`config.mk`:
```
export PLATFORM = sky130hd
export DESIGN_NAME = mult16_share_ctrl_flat
export DESIGN_NICKNAME = d
export VERILOG_FILES = /design/src/rtl/mult16_share_pkg.sv /design/src/rtl/mult16_share_ctrl_if.sv /design/src/rtl/mult16_rr_arbiter.sv /design/src/rtl/mult16_share_ctrl.sv /design/src/flat_wrapper.sv
export SDC_FILE = /design/constraint.sdc
export NUM_CORES = 1
export LEC_CHECK = 0
export BUFFER_PORTS_ARGS = -buffer_cell sky130_fd_sc_hd__clkbuf_2
export CAP_MARGIN = 20
export CORE_MARGIN = 3
export CORE_UTILIZATION = 35
export DETAILED_ROUTE_END_ITERATION = 6
export HOLD_SLACK_MARGIN = 0.12
export PLACE_DENSITY_LB_ADDON = 0.08
export SLEW_MARGIN = 20
export SYNTH_ARGS = -nofsm -noshare
export SYNTH_HDL_FRONTEND = slang
export SYNTH_HIERARCHICAL = 1
export SYNTH_SLANG_ARGS = --single-unit
```
`constraint.sdc`:
```
create_clock -name sys_clk -period 3.45 [get_ports sys_clk]
set_clock_uncertainty 0.05 [all_clocks]
set_input_delay 0.1725 -clock sys_clk [delete_from_list [all_inputs] [get_ports sys_clk]]
set_output_delay 0.1725 -clock sys_clk [all_outputs]
set_load 0.01 [all_outputs]
```
`src/rtl/mult16_share_pkg.sv`:
```
// Shared types and constants for the mult16 sharing controller.
// Holds the requester state encoding, operand/product widths, default
// parameter values and the owner tag that rides alongside the core pipe.
package mult16_share_pkg;
  localparam int OP_W         = 16;
  localparam int PROD_W       = 32;
  localparam int NREQ_DEF     = 4;
  localparam int MULT_LAT_DEF = 2;
  // Tag index sized for the largest supported NREQ (8).
  localparam int TAG_IDX_W    = 3;

  typedef enum logic [1:0] {
    IDLE     = 2'd0,
    INFLIGHT = 2'd1,
    DONE     = 2'd2
  } req_state_e;

  typedef struct packed {
    logic                 vld;
    logic [TAG_IDX_W-1:0] idx;
  } tag_t;
endpackage

```
`src/rtl/mult16_share_ctrl_if.sv`:
```
// Bus bundle for mult16_share_ctrl: requester operands, responses and the
// issue/return path to the shared multiplier core. Vectors are flat and
// packed per requester (requester i at [W*i +: W]).
//   slave  : the controller side
//   master : the clients + core side
interface mult16_share_ctrl_if import mult16_share_pkg::*; #(
  parameter int NREQ = NREQ_DEF
);
  logic [NREQ-1:0]        req_valid;
  logic [NREQ-1:0]        req_ready;
  logic [NREQ*OP_W-1:0]   req_a;
  logic [NREQ*OP_W-1:0]   req_b;
  logic [NREQ-1:0]        rsp_valid;
  logic [NREQ-1:0]        rsp_ready;
  logic [NREQ*PROD_W-1:0] rsp_p;
  logic                   mult_in_valid;
  logic [OP_W-1:0]        mult_a;
  logic [OP_W-1:0]        mult_b;
  logic [PROD_W-1:0]      mult_p;

  modport slave (
    input  req_valid, req_a, req_b, rsp_ready, mult_p,
    output req_ready, rsp_valid, rsp_p, mult_in_valid, mult_a, mult_b
  );

  modport master (
    output req_valid, req_a, req_b, rsp_ready, mult_p,
    input  req_ready, rsp_valid, rsp_p, mult_in_valid, mult_a, mult_b
  );
endinterface

```
`src/rtl/mult16_rr_arbiter.sv`:
```
// Combinational round-robin arbiter. Searches eligible starting at
// rr_ptr+1 and wrapping, so the last winner has lowest priority.
//   eligible : per-requester request qualified by idle state
//   rr_ptr   : index of the most recent winner
//   grant    : one-hot winner (zero if nothing eligible)
//   gnt_idx  : encoded winner index
//   gnt_vld  : some requester won
module mult16_rr_arbiter import mult16_share_pkg::*; #(
  parameter int NREQ  = NREQ_DEF,
  parameter int IDX_W = (NREQ > 1) ? $clog2(NREQ) : 1
) (
  input  logic [NREQ-1:0]  eligible,
  input  logic [IDX_W-1:0] rr_ptr,
  output logic [NREQ-1:0]  grant,
  output logic [IDX_W-1:0] gnt_idx,
  output logic             gnt_vld
);
  always_comb begin
    int c;
    logic [IDX_W-1:0] ci;
    grant   = '0;
    gnt_idx = '0;
    gnt_vld = 1'b0;
    c       = 0;
    ci      = '0;
    for (int k = 1; k <= NREQ; k++) begin
      c  = (int'(rr_ptr) + k) % NREQ;
      ci = IDX_W'(c);
      if (!gnt_vld && eligible[ci]) begin
        gnt_vld   = 1'b1;
        grant[ci] = 1'b1;
        gnt_idx   = ci;
      end
    end
  end
endmodule

```
`src/rtl/mult16_share_ctrl.sv`:
```
// Shares one pipelined 16x16 signed multiplier core among NREQ requesters.
// Round-robin grants at most one operation per cycle, registers the issue
// to the core, carries an owner tag down a MULT_LAT-deep pipe and parks the
// returning product in a per-requester response buffer until handshaken.
// Ports:
//   sys_clk, sys_rst : clock, synchronous active-high reset
//   bus              : req/rsp handshakes and core issue/return (slave)
//   perf_issue_cnt, perf_stall_cnt : saturating counters, present only
//                      when MULT16_SHARE_PERF_EN is defined
module mult16_share_ctrl import mult16_share_pkg::*; #(
  parameter int NREQ     = NREQ_DEF,
  parameter int MULT_LAT = MULT_LAT_DEF
) (
  input  logic              sys_clk,
  input  logic              sys_rst,
  mult16_share_ctrl_if.slave bus
`ifdef MULT16_SHARE_PERF_EN
  ,
  output logic [31:0]       perf_issue_cnt,
  output logic [31:0]       perf_stall_cnt
`endif
);
  localparam int IDX_W = (NREQ > 1) ? $clog2(NREQ) : 1;

  req_state_e                  state_q [NREQ];
  req_state_e                  state_d [NREQ];
  logic [NREQ-1:0]             eligible, grant, accept;
  logic [IDX_W-1:0]            gnt_idx;
  logic                        gnt_vld, acc_any;
  logic [IDX_W-1:0]            rr_ptr_q, rr_ptr_d;
  logic                        mult_vld_q, mult_vld_d;
  logic [OP_W-1:0]             mult_a_q, mult_a_d, mult_b_q, mult_b_d;
  logic [NREQ-1:0][PROD_W-1:0] rsp_p_q, rsp_p_d;
  // Stage 0 is the issue register; stage MULT_LAT lines up with mult_p.
  tag_t                        tag_pipe_q [MULT_LAT+1];
  tag_t                        tag_pipe_d [MULT_LAT+1];
  tag_t                        cap;

  for (genvar i = 0; i < NREQ; i++) begin : g_req
    assign eligible[i]      = bus.req_valid[i] & (state_q[i] == IDLE);
    assign bus.rsp_valid[i] = (state_q[i] == DONE);
  end

  mult16_rr_arbiter #(.NREQ(NREQ), .IDX_W(IDX_W)) u_arb (
    .eligible (eligible),
    .rr_ptr   (rr_ptr_q),
    .grant    (grant),
    .gnt_idx  (gnt_idx),
    .gnt_vld  (gnt_vld)
  );

  // Nothing is accepted while reset is held.
  assign accept        = grant & ~{NREQ{sys_rst}};
  assign acc_any       = gnt_vld & ~sys_rst;
  assign bus.req_ready = accept;
  assign cap           = tag_pipe_q[MULT_LAT];

  always_comb begin
    rr_ptr_d      = rr_ptr_q;
    mult_vld_d    = acc_any;
    mult_a_d      = mult_a_q;
    mult_b_d      = mult_b_q;
    tag_pipe_d[0] = '0;
    if (acc_any) begin
      rr_ptr_d          = gnt_idx;
      mult_a_d          = bus.req_a[gnt_idx*OP_W +: OP_W];
      mult_b_d          = bus.req_b[gnt_idx*OP_W +: OP_W];
      tag_pipe_d[0].vld = 1'b1;
      tag_pipe_d[0].idx = TAG_IDX_W'(gnt_idx);
    end
    for (int k = 1; k <= MULT_LAT; k++) tag_pipe_d[k] = tag_pipe_q[k-1];

    for (int i = 0; i < NREQ; i++) begin
      state_d[i] = state_q[i];
      rsp_p_d[i] = rsp_p_q[i];
      case (state_q[i])
        IDLE:     if (accept[i]) state_d[i] = INFLIGHT;
        INFLIGHT: if (cap.vld && cap.idx == TAG_IDX_W'(i)) begin
                    state_d[i] = DONE;
                    rsp_p_d[i] = bus.mult_p;
                  end
        DONE:     if (bus.rsp_ready[i]) state_d[i] = IDLE;
        default:  state_d[i] = IDLE;
      endcase
    end
  end

  always_ff @(posedge sys_clk) begin
    if (sys_rst) begin
      rr_ptr_q   <= IDX_W'(NREQ - 1);
      mult_vld_q <= 1'b0;
      mult_a_q   <= '0;
      mult_b_q   <= '0;
      rsp_p_q    <= '0;
      for (int k = 0; k <= MULT_LAT; k++) tag_pipe_q[k] <= '0;
      for (int i = 0; i < NREQ; i++) state_q[i] <= IDLE;
    end else begin
      rr_ptr_q   <= rr_ptr_d;
      mult_vld_q <= mult_vld_d;
      mult_a_q   <= mult_a_d;
      mult_b_q   <= mult_b_d;
      rsp_p_q    <= rsp_p_d;
      for (int k = 0; k <= MULT_LAT; k++) tag_pipe_q[k] <= tag_pipe_d[k];
      for (int i = 0; i < NREQ; i++) state_q[i] <= state_d[i];
    end
  end

  assign bus.mult_in_valid = mult_vld_q;
  assign bus.mult_a        = mult_a_q;
  assign bus.mult_b        = mult_b_q;
  assign bus.rsp_p         = rsp_p_q;

`ifdef MULT16_SHARE_PERF_EN
  logic [31:0] perf_issue_q, perf_issue_d, perf_stall_q, perf_stall_d;

  always_comb begin
    perf_issue_d = perf_issue_q;
    perf_stall_d = perf_stall_q;
    if (acc_any && perf_issue_q != '1) perf_issue_d = perf_issue_q + 32'd1;
    if ((|bus.req_valid) && !gnt_vld && perf_stall_q != '1)
      perf_stall_d = perf_stall_q + 32'd1;
  end

  always_ff @(posedge sys_clk) begin
    if (sys_rst) begin
      perf_issue_q <= '0;
      perf_stall_q <= '0;
    end else begin
      perf_issue_q <= perf_issue_d;
      perf_stall_q <= perf_stall_d;
    end
  end

  assign perf_issue_cnt = perf_issue_q;
  assign perf_stall_cnt = perf_stall_q;
`endif
endmodule

```
`src/flat_wrapper.sv`:
```
// flat-port wrapper written by rule: the top's interface ports become plain ports
module mult16_share_ctrl_flat import mult16_share_pkg::*;
#(
  parameter int NREQ     = NREQ_DEF,
  parameter int MULT_LAT = MULT_LAT_DEF
)
  (sys_clk, sys_rst, bus_req_valid, bus_req_a, bus_req_b, bus_rsp_ready, bus_mult_p, bus_req_ready, bus_rsp_valid, bus_rsp_p, bus_mult_in_valid, bus_mult_a, bus_mult_b);
  mult16_share_ctrl_if #(.NREQ(NREQ)) bus_i ();
  input  logic sys_clk;
  input  logic sys_rst;
  input wire logic [$bits(bus_i.req_valid)-1:0] bus_req_valid;
  input wire logic [$bits(bus_i.req_a)-1:0] bus_req_a;
  input wire logic [$bits(bus_i.req_b)-1:0] bus_req_b;
  input wire logic [$bits(bus_i.rsp_ready)-1:0] bus_rsp_ready;
  input wire logic [$bits(bus_i.mult_p)-1:0] bus_mult_p;
  output wire logic [$bits(bus_i.req_ready)-1:0] bus_req_ready;
  output wire logic [$bits(bus_i.rsp_valid)-1:0] bus_rsp_valid;
  output wire logic [$bits(bus_i.rsp_p)-1:0] bus_rsp_p;
  output wire logic [$bits(bus_i.mult_in_valid)-1:0] bus_mult_in_valid;
  output wire logic [$bits(bus_i.mult_a)-1:0] bus_mult_a;
  output wire logic [$bits(bus_i.mult_b)-1:0] bus_mult_b;
  assign bus_i.req_valid = bus_req_valid;
  assign bus_i.req_a = bus_req_a;
  assign bus_i.req_b = bus_req_b;
  assign bus_i.rsp_ready = bus_rsp_ready;
  assign bus_i.mult_p = bus_mult_p;
  assign bus_req_ready = bus_i.req_ready;
  assign bus_rsp_valid = bus_i.rsp_valid;
  assign bus_rsp_p = bus_i.rsp_p;
  assign bus_mult_in_valid = bus_i.mult_in_valid;
  assign bus_mult_a = bus_i.mult_a;
  assign bus_mult_b = bus_i.mult_b;
  mult16_share_ctrl #(.NREQ(NREQ), .MULT_LAT(MULT_LAT)) u_core (.sys_clk(sys_clk), .sys_rst(sys_rst), .bus(bus_i));
endmodule
```
==> impl_metrics.env, run 1 <==
export IMPL_grt_pass1_vias=6711
export IMPL_setup_worst_path_start_class="flop"
export IMPL_start_util_pct=36.2
export IMPL_cp_num_buf_inv=3
export IMPL_min_period_over_period_pct=89.9
export IMPL_vias_per_cell=4.71
export IMPL_numCtsBuffers=17
export IMPL_critPathKind="reg2reg"
export IMPL_holdWs_ns=0.149
export IMPL_vias=6730
export IMPL_nets=1283
export IMPL_p_leak_nw=5.68
export IMPL_clk_latency_ns=0.42
export IMPL_ys_warn_count=6
export IMPL_gp_congestion=0.876
export IMPL_finalSetupTns_ns=0
export IMPL_synth_edf_count=0
export IMPL_fmax_mhz=323
export IMPL_hold_viol=0
export IMPL_slowest_stage="mux4_1"
export IMPL_nFillCells=2221
export IMPL_crit_chain="inv_1, ha_1, inv_1, a311o_1, a221oi_4, buf_12, mux4_1, mux2i_1, nor2_1"
export IMPL_slowest_delay_ns=0.58
export IMPL_cts_tree="done"
export IMPL_ir_drop_v=0.000357
export IMPL_end_kind="flop"
export IMPL_antenna_found_initial=0
export IMPL_grt_max_degree=80
export IMPL_hp_class="in2reg"
export IMPL_syn_to_final_growth_pct=34.4
export IMPL_clk_root_buffer_cell="clkbuf_16"
export IMPL_worst_path_max_fanout=34
export IMPL_htree_levels=4
export IMPL_io_buffers=338
export IMPL_r2r_slack_ns=0.35
export IMPL_yosys_register_bits=179
export IMPL_dr_pass1_iters=4
export IMPL_grt_setup_unrepaired="no"
export IMPL_postSynthNetCount=930
export IMPL_num_rows=55
export IMPL_setup_viol=0
export IMPL_antenna_left=0
export IMPL_ios=339
export IMPL_syn_area_mm2=0.00833
export IMPL_clockBufferDepth=2
export IMPL_drc=0
export IMPL_drt_iter0_drc=346
export IMPL_yosysSeqAreaShare_pct=43.0
export IMPL_core_area_mm2=0.0230
export IMPL_relSlewSlack_pct=30.6
export IMPL_cts_sinks=179
export IMPL_worstPathArrival_ns=3.34
export IMPL_drive_gt1_share_pct=37.9
export IMPL_overflow=0
export IMPL_dieArea_mm2=0.0257
export IMPL_diodes=0
export IMPL_cpMostUsedCell="inv_1"
export IMPL_wl_um=24700
export IMPL_register_area_mm2=0.00358
export IMPL_fin_util_pct=48.7
export IMPL_worst_slew_pin_slew_ns=1.04
export IMPL_chipWidth_um=160
export IMPL_final_min_clock_period_ns=3.10
export IMPL_grtUsageTotal_pct=18.7
export IMPL_wl_per_cell_um=17.3
export IMPL_required_ns=3.69
export IMPL_hpwl_um=18300
export IMPL_ys_flop_type="dfxtp_1"
export IMPL_grt_pass1_wl_um=38000
export IMPL_multi_input_area_mm2=0.00438
export IMPL_synth_avg_cell_area_um2=11.1
export IMPL_synthArstFlopShare_pct=0
export IMPL_fp_dieH_um=160
export IMPL_power_density_mw_per_mm2=624
export IMPL_outcome="finished, final reports clean"
export IMPL_slew_viol_final=0
export IMPL_synthesis_instances=752
export IMPL_synth_cell_types=39
export IMPL_clkTransAtPathRegs_ns=0.08
export IMPL_cp_top_family="multiplexers"
export IMPL_maxCapViolCount=0
[layer usage]
metal	part of all wire, %	vias up	GRT usage, %
li1	-	3314	-
met3	5.5	22	4.08
met2	49	256	32.0
met1	44	3138	23.6
met5	0	-	0
met4	2.1	0	5.60
[state kept, by name, indices dropped and copies added, names as in the netlist]
register	cells
u_core/bus.mult_b	16
u_core/tag_pipe_q	9
u_core/bus.rsp_p	128
u_core/bus.mult_a	16
u_core/state_q	8
u_core/rr_ptr_q	2
[kinds of logic (layout without fill, tap and decap cells)]
kind of cell / count (synthesis) / count (layout) / synth area share (%)
multiplexers: 198 / 198 / 29.1
AND/OR/NAND/NOR: 262 / 262 / 18.5
buffers and inverters: 68 / 433 / 4.82
adder cells (fa/ha/maj): 8 / 8 / 1.20
AO/OA/AOI/OAI: 37 / 37 / 3.33
flip-flops: 179 / 179 / 43.0
[stage by stage]
| step | power (mW) | area (µm²) | worst slack (ns) | cells |
|---|---|---|---|---|
| global route | 7.40 | 11200 | 0.103 | 1430 |
| floorplan | 4.41 | 8330 | 0.133 | 752 |
| global placement | 5.01 | 10200 | 0.399 | 1363 |
| detailed placement | 5.00 | 10200 | 0.365 | 1363 |
| finish | 6.99 | 11200 | 0.349 | 1430 |
| CTS | 7.07 | 11200 | 0.346 | 1430 |
[repair_timing]
item | CTS | global route
hold endpoints to repair | 132 | 0
buffers inserted | 0 | 0
hold buffers | 36 | 0
gates resized for setup | 0 | 0
[placed cells by master, fill, tap and decap left out, drive strengths merged, types with 5 or more instances in the layout]
cell type    instances
inv                 13
a21oi                8
nor2b               17
clkinv               5
clkbuf             355
nor3b                6
a31oi                5
buf                 20
nand4                6
dlygate4sd3         36
dfxtp              179
nand3b               5
mux2i              163
nand2                8
nand2b             166
ha                   8
nor2                41
mux4                34
[report_power, final]
part	switching, mW	total (mW)	internal (mW)	leakage [nW]
sequential	0.146	2.45	2.31	1.45
combinational	1.25	2.52	1.27	3.93
clock	0.856	2.01	1.15	0.295
total	2.25	6.99	4.74	5.68
[worst paths after layout]
check                                                      endpoint                                from  cells after the start
worst min-delay path              u_core/bus.mult_b[9]$_SDFFE_PP0P_                       bus_req_b[57]                      4
worst min register to register  u_core/tag_pipe_q[0][11]$_SDFF_PP0_  u_core/tag_pipe_q[0][7]$_SDFF_PP0_                      1
worst max register to register    u_core/bus.mult_b[1]$_SDFFE_PP0P_     u_core/rr_ptr_q[1]$_SDFFE_PP1P_                      9
worst max-delay path              u_core/bus.mult_b[1]$_SDFFE_PP0P_     u_core/rr_ptr_q[1]$_SDFFE_PP1P_                      9
[layout make-up]
| type | instances | area share, % |
|---|---|---|
| Clock buffer | 18 | 3.83 |
| Sequential cell | 179 | 32.0 |
| Tap cell | 313 | 3.50 |
| Multi-Input combinational cell | 505 | 39.1 |
| Inverter | 9 | 0.302 |
| Clock inverter | 13 | 1.55 |
| Timing Repair Buffer | 393 | 19.7 |
[cell usage after synthesis, types with 2 or more instances]
library cell | number | area share, %
buf_2 | 15 | 0.90
nor2_1 | 41 | 1.8
a31oi_1 | 5 | 0.38
nand3b_1 | 5 | 0.45
nor2b_1 | 17 | 1.3
mux4_2 | 30 | 8.1
a2111o_1 | 4 | 0.54
nor3b_1 | 6 | 0.54
nand2b_1 | 166 | 12
o31ai_1 | 4 | 0.36
or3_1 | 4 | 0.30
a2111oi_0 | 4 | 0.42
clkbuf_1 | 25 | 1.1
a211o_1 | 2 | 0.21
buf_6 | 5 | 0.68
nand4_1 | 6 | 0.45
mux4_1 | 4 | 1.3
nand2_1 | 8 | 0.36
a211oi_1 | 3 | 0.27
and3b_1 | 4 | 0.42
inv_1 | 9 | 0.41
mux2i_1 | 163 | 20
buf_12 | 3 | 0.72
dfxtp_1 | 179 | 43
a21oi_1 | 8 | 0.48
buf_4 | 11 | 0.99
o21ai_0 | 2 | 0.12
ha_1 | 8 | 1.2
[tightest hold or removal path, delay by kind of cell]
kind / cells / cell delay, ns
buf+inv: 1 / 0.07
simple gates: 1 / 0.07
mux: 2 / 0.27
(Power assumes the default switching activity.)
==> run 2: changes to the inputs <==
--- a/config.mk
+++ b/config.mk
@@ -9,6 +9,7 @@
 export CAP_MARGIN = 20
 export CORE_MARGIN = 3
 export CORE_UTILIZATION = 35
+export CTS_BUF_LIST = sky130_fd_sc_hd__clkbuf_16
 export DETAILED_ROUTE_END_ITERATION = 6
 export HOLD_SLACK_MARGIN = 0.12
 export PLACE_DENSITY_LB_ADDON = 0.08
==> run 2 against run 1 <==
Net effect:
- via count hardly changed
- critical endpoint unchanged
- design area unchanged
- sequential share of layout area stayed put
==> impl_metrics.env, run 2 (same netlist as run 1, synthesis figures left out) <==
export IMPL_crit_start="u_core/rr_ptr_q[1]$_SDFFE_PP1P_"
export IMPL_reg2regPathDepth=9
export IMPL_dieArea_mm2=0.0257
export IMPL_power_density_mw_per_mm2=623
export IMPL_start_util_pct=36.2
export IMPL_antenna_left=0
export IMPL_fp_dieH_um=160
export IMPL_grt_max_degree=80
export IMPL_drive_gt1_share_pct=37.9
export IMPL_final_common_cell="clkbuf_2"
export IMPL_p_leak_nw=5.68
export IMPL_critPathKind="reg2reg"
export IMPL_final_cell_mix="clkbuf_2, dfxtp_1, nand2b_1"
export IMPL_cts_tree="done"
export IMPL_ios=339
export IMPL_crit_chain="inv_1, ha_1, inv_1, a311o_1, a221oi_4, buf_12, mux4_1, mux2i_1, nor2_1"
export IMPL_hpwl_um=18300
export IMPL_required_ns=3.69
export IMPL_num_rows=55
export IMPL_dp_slack_ns=0.365
export IMPL_htree_levels=4
export IMPL_cp_top_family="multiplexers"
export IMPL_cts_setup_buffers=0
export IMPL_maxCapViolCount=0
export IMPL_vias=6734
export IMPL_nets=1283
export IMPL_slew_viol_final=0
export IMPL_final_min_clock_period_ns=3.10
export IMPL_stdcell_count=1430
export IMPL_finalSetupTns_ns=0
export IMPL_worst_slew_pin_slew_ns=1.04
export IMPL_numCtsBuffers=17
export IMPL_slowest_delay_ns=0.58
export IMPL_grt_pass1_vias=6711
export IMPL_clkTransAtPathRegs_ns=0.08
export IMPL_worst_path_max_fanout=34
export IMPL_dr_pass1_iters=4
export IMPL_drt_iter0_drc=343
export IMPL_grt_pass1_wl_um=38000
export IMPL_grt_setup_unrepaired="no"
export IMPL_setup_viol=0
export IMPL_vias_per_cell=4.71
export IMPL_relSlewSlack_pct=30.6
export IMPL_largest_reg_flops=128
export IMPL_chipWidth_um=160
export IMPL_slowest_stage="mux4_1"
export IMPL_drc=0
export IMPL_ctsHoldBuffers=36
export IMPL_hp_class="in2reg"
export IMPL_holdWs_ns=0.148
export IMPL_ir_drop_v=0.000357
export IMPL_diodes=0
export IMPL_wl_um=24700
export IMPL_antenna_found_initial=0
export IMPL_fmax_mhz=322
export IMPL_outcome="finished, final reports clean"
export IMPL_clk_root_buffer_cell="clkbuf_16"
export IMPL_r2r_slack_ns=0.35
export IMPL_worstPathArrival_ns=3.34
export IMPL_cpMostUsedCell="inv_1"
export IMPL_cts_sinks=179
export IMPL_core_area_mm2=0.0230
export IMPL_cp_depth=9
export IMPL_io_buffers=338
export IMPL_syn_to_final_growth_pct=34.4
export IMPL_clockBufferDepth=2
export IMPL_gp_congestion=0.876
export IMPL_setup_worst_path_start_class="flop"
export IMPL_end_kind="flop"
export IMPL_overflow=0
export IMPL_grtUsageTotal_pct=18.7
export IMPL_min_from="bus_req_b[57]"
export IMPL_cp_num_buf_inv=3
export IMPL_endpoint="u_core/bus.mult_b[1]$_SDFFE_PP0P_"
export IMPL_worstReg2RegStart="u_core/rr_ptr_q[1]$_SDFFE_PP1P_"
export IMPL_hold_viol=0
export IMPL_setup_ws_ns=0.349
export IMPL_dp_cells=1363
export IMPL_clk_latency_ns=0.42
export IMPL_postCtsResizedCells=0
export IMPL_r2r_end="u_core/bus.mult_b[1]$_SDFFE_PP0P_"
export IMPL_wl_per_cell_um=17.3
export IMPL_min_period_over_period_pct=89.9
[run 2: changes by cell type in the layout (fill, tap and decap cells not counted), sizes merged]
cell,before,now
clkbuf,355,354
inv,13,14
[run 2: layout make-up]
type | instances | area [µm²]
Timing Repair Buffer | 393 | 2210
Tap cell | 313 | 392
Fill cell | 2221 | 11800
Clock buffer | 17 | 425
Sequential cell | 179 | 3580
Clock inverter | 14 | 178
Multi-Input combinational cell | 505 | 4380
Inverter | 9 | 33.8
[run 2: tightest hold or removal path, cell delays in order]
cell      delay (ns)
clkbuf_2        0.07
mux4_2          0.21
mux2i_1         0.06
nor2_1          0.07
[run 2: stage by stage]
step,total power [mW],utilization (%),instance area (µm²)
2_1_floorplan,4.41,-,8330
3_3_place_gp,5.01,44.5,10200
3_5_place_dp,5.00,44.5,10200
4_1_cts,7.07,48.7,11200
5_1_grt,7.40,48.7,11200
6_report,6.98,48.7,11200
[run 2: how the worst min path moves through the flow]
stage / end / slack (ns) / cells past startpoint
6_report: u_core/bus.mult_b[9]$_SDFFE_PP0P_ / 0.15 / 4
5_1_grt: u_core/bus.mult_b[4]$_SDFFE_PP0P_ / 0.15 / 4
4_1_cts: u_core/bus.mult_b[1]$_SDFFE_PP0P_ / 0.12 / 4
3_5_place_dp: u_core/tag_pipe_q[0][5]$_SDFF_PP0_ / 0.37 / 1
3_3_place_gp: u_core/tag_pipe_q[0][9]$_SDFF_PP0_ / 0.37 / 1
2_1_floorplan: u_core/state_q[0][1]$_SDFFE_PP0P_ / 0.30 / 2
[run 2: routing by layer]
layer  track usage [%]  vias up  part of all wire, %
met1              23.6     3142                   44
met5                 0        -                    0
met3              4.08       22                  5.5
met2              32.0      256                   49
met4              5.60        0                  2.1
li1                  -     3314                    -
[run 2: power breakdown]
group	total [mW]	internal, mW	switching, mW
Clock	2.01	1.15	0.856
Sequential	2.45	2.31	0.146
Combinational	2.52	1.27	1.25
==> run 3: changes to the inputs <==
--- a/config.mk
+++ b/config.mk
@@ -7,12 +7,15 @@
 export LEC_CHECK = 0
 export BUFFER_PORTS_ARGS = -buffer_cell sky130_fd_sc_hd__clkbuf_2
 export CAP_MARGIN = 20
+export CELL_PAD_IN_SITES_DETAIL_PLACEMENT = 1
+export CELL_PAD_IN_SITES_GLOBAL_PLACEMENT = 2
 export CORE_MARGIN = 3
-export CORE_UTILIZATION = 35
+export CORE_UTILIZATION = 26
 export CTS_BUF_LIST = sky130_fd_sc_hd__clkbuf_16
 export DETAILED_ROUTE_END_ITERATION = 6
 export HOLD_SLACK_MARGIN = 0.12
 export PLACE_DENSITY_LB_ADDON = 0.08
+export SKIP_LAST_GASP = 1
 export SLEW_MARGIN = 20
 export SYNTH_ARGS = -nofsm -noshare
 export SYNTH_HDL_FRONTEND = slang
==> run 3 against run 2 <==
Net effect:
- fmax fell by 3.1%
- sequential share of layout area down 0.73 points
- total power rose by 0.67%
- clock power barely moved
- count of clock-buffer cells in the layout unchanged
- register-to-register slack is essentially flat
- critical path depth down 1
- non-clock buffer count is 14 higher
- design area grew 2.3%
- wire length grew 12%
- worst setup slack lost 0.10 ns
- combinational power up 4%
- largest cell class unchanged
==> impl_metrics.env, run 3 (same netlist as run 1, synthesis figures left out) <==
export IMPL_ir_drop_v=0.000387
export IMPL_p_clk_share_pct=28.1
export IMPL_postCtsResizedCells=0
export IMPL_slowest_stage="nor3b_1"
export IMPL_crit_chain="nor3b_1, buf_4, mux4_2, or3_1, a21oi_1, a2111o_1, nor2b_1, clkbuf_2"
export IMPL_final_cell_mix="clkbuf_2, dfxtp_1, nand2b_1"
export IMPL_overflow=0
export IMPL_clkTransAtPathRegs_ns=0.08
export IMPL_cts_sinks=179
export IMPL_num_rows=64
export IMPL_drt_iter0_drc=205
export IMPL_final_common_cell="clkbuf_2"
export IMPL_p_total_mw=7.03
export IMPL_nFillCells=3565
export IMPL_dp_cells=1442
export IMPL_setup_viol=0
export IMPL_slew_viol_final=0
export IMPL_power_density_mw_per_mm2=613
export IMPL_cp_num_buf_inv=2
export IMPL_p_sw_mw=2.35
export IMPL_dr_pass1_iters=4
export IMPL_stdcell_count=1528
export IMPL_worst_slew_pin_slew_ns=0.964
export IMPL_finalSetupTns_ns=0
export IMPL_required_ns=3.23
export IMPL_vias=6841
export IMPL_p_seq_share_pct=34.8
export IMPL_hold_viol=0
export IMPL_holdWs_ns=0.140
export IMPL_hpwl_um=20000
export IMPL_chipWidth_um=185
export IMPL_core_area_mm2=0.0311
export IMPL_swShare_pct=33.4
export IMPL_grt_pass1_wl_um=41800
export IMPL_drive_gt1_share_pct=37.1
export IMPL_gp_congestion=0.760
export IMPL_wl_um=27800
export IMPL_nets=1297
export IMPL_critPathKind="reg2out"
export IMPL_cts_tree="done"
export IMPL_setup_worst_path_start_class="flop"
export IMPL_antenna_left=0
export IMPL_fp_dieH_um=185
export IMPL_slowest_delay_ns=0.57
export IMPL_cp_top_family="simple AND/OR/NAND/NOR gates"
export IMPL_maxCapViolCount=0
export IMPL_diodes=0
export IMPL_clk_root_buffer_cell="clkbuf_16"
export IMPL_dieArea_mm2=0.0342
export IMPL_clockBufferDepth=2
export IMPL_vias_per_cell=4.48
export IMPL_fmax_mhz=312
export IMPL_ctsHoldBuffers=54
export IMPL_grt_max_degree=84
export IMPL_worstPathArrival_ns=2.98
export IMPL_fin_util_pct=36.9
export IMPL_wl_per_cell_um=18.2
export IMPL_numCtsBuffers=17
export IMPL_outcome="finished, final reports clean"
export IMPL_htree_levels=4
export IMPL_ios=339
export IMPL_p_leak_nw=5.73
export IMPL_io_buffers=338
export IMPL_largest_reg_flops=128
export IMPL_hp_class="in2reg"
export IMPL_relSlewSlack_pct=35.5
export IMPL_start_util_pct=26.8
export IMPL_pwr_share_comb_pct=37.1
export IMPL_antenna_found_initial=0
export IMPL_grt_pass1_vias=7303
export IMPL_clk_latency_ns=0.43
export IMPL_cts_setup_buffers=0
export IMPL_grtUsageTotal_pct=15.7
export IMPL_final_min_clock_period_ns=3.20
export IMPL_worst_path_max_fanout=16
export IMPL_power_internal_mw=4.68
export IMPL_grt_setup_unrepaired="no"
export IMPL_drc=0
export IMPL_syn_to_final_growth_pct=37.6
export IMPL_end_kind="output pin"
export IMPL_min_period_over_period_pct=92.8
## run 3: cell types whose count changed in the layout (fill, tap and decap cells not counted), sizes merged
cell	before	now
buf	20	16
bufinv	3	2
clkinv	5	8
clkinvlp	1	2
dlygate4sd3	36	54
inv	14	12
## run 3: worst register-to-register path, delay by kind of cell, from the launching register on
kind / cells / cell delay [ns]
adders and majority gates: 1 / 0.45
DFF: 1 / 0.33
and+or+nand+nor: 1 / 0.06
AOI/OAI and AO/OA: 4 / 0.93
muxes: 2 / 0.75
buffers and inverters: 2 / 0.41
## run 3: stage by stage
| stage | worst slack, ns | area [µm²] |
|---|---|---|
| 2_1_floorplan | 0.133 | 8330 |
| 3_3_place_gp | 0.368 | 10300 |
| 3_5_place_dp | 0.324 | 10300 |
| 4_1_cts | 0.222 | 11500 |
| 5_1_grt | 0.0850 | 11500 |
| 6_report | 0.248 | 11500 |
## run 3: layout make-up
type	count	area [µm²]	share of cell area (%)
Tap cell	396	495	4.32
Clock buffer	17	425	3.71
Multi-Input combinational cell	505	4380	38.2
Timing Repair Buffer	407	2380	20.8
Inverter	9	33.8	0.295
Sequential cell	179	3580	31.3
Clock inverter	15	159	1.39
## run 3: worst paths after layout
path              cells past startpoint                                  end                                from  slack [ns]
setup reg to reg                     10    u_core/bus.mult_b[0]$_SDFFE_PP0P_     u_core/rr_ptr_q[0]$_SDFFE_PP1P_        0.36
setup / recovery                      8                     bus_req_ready[1]   u_core/state_q[3][0]$_SDFFE_PP0P_        0.25
hold / removal                        4   u_core/bus.mult_b[15]$_SDFFE_PP0P_                       bus_req_b[47]        0.14
hold reg to reg                       1  u_core/tag_pipe_q[0][11]$_SDFF_PP0_  u_core/tag_pipe_q[0][7]$_SDFF_PP0_        0.39
## run 3: power by group through the flow
stage | registers [mW] | clock network, mW | logic [mW]
3_3_place_gp | 2.49 | 0 | 2.60
2_1_floorplan | 2.57 | 0 | 1.84
3_5_place_dp | 2.49 | 0 | 2.60
5_1_grt | 2.49 | 2.13 | 2.89
4_1_cts | 2.45 | 2.06 | 2.67
6_report | 2.45 | 1.98 | 2.61
## run 3: routing by layer
layer,share of wire [%],track usage (%),wire [µm],up-vias
met4,0.86,3.39,240,0
met2,49,27.4,13600,243
met1,43,19.1,12000,3245
met3,7.1,4.93,1960,16
li1,-,-,-,3337
met5,0,0,0,-
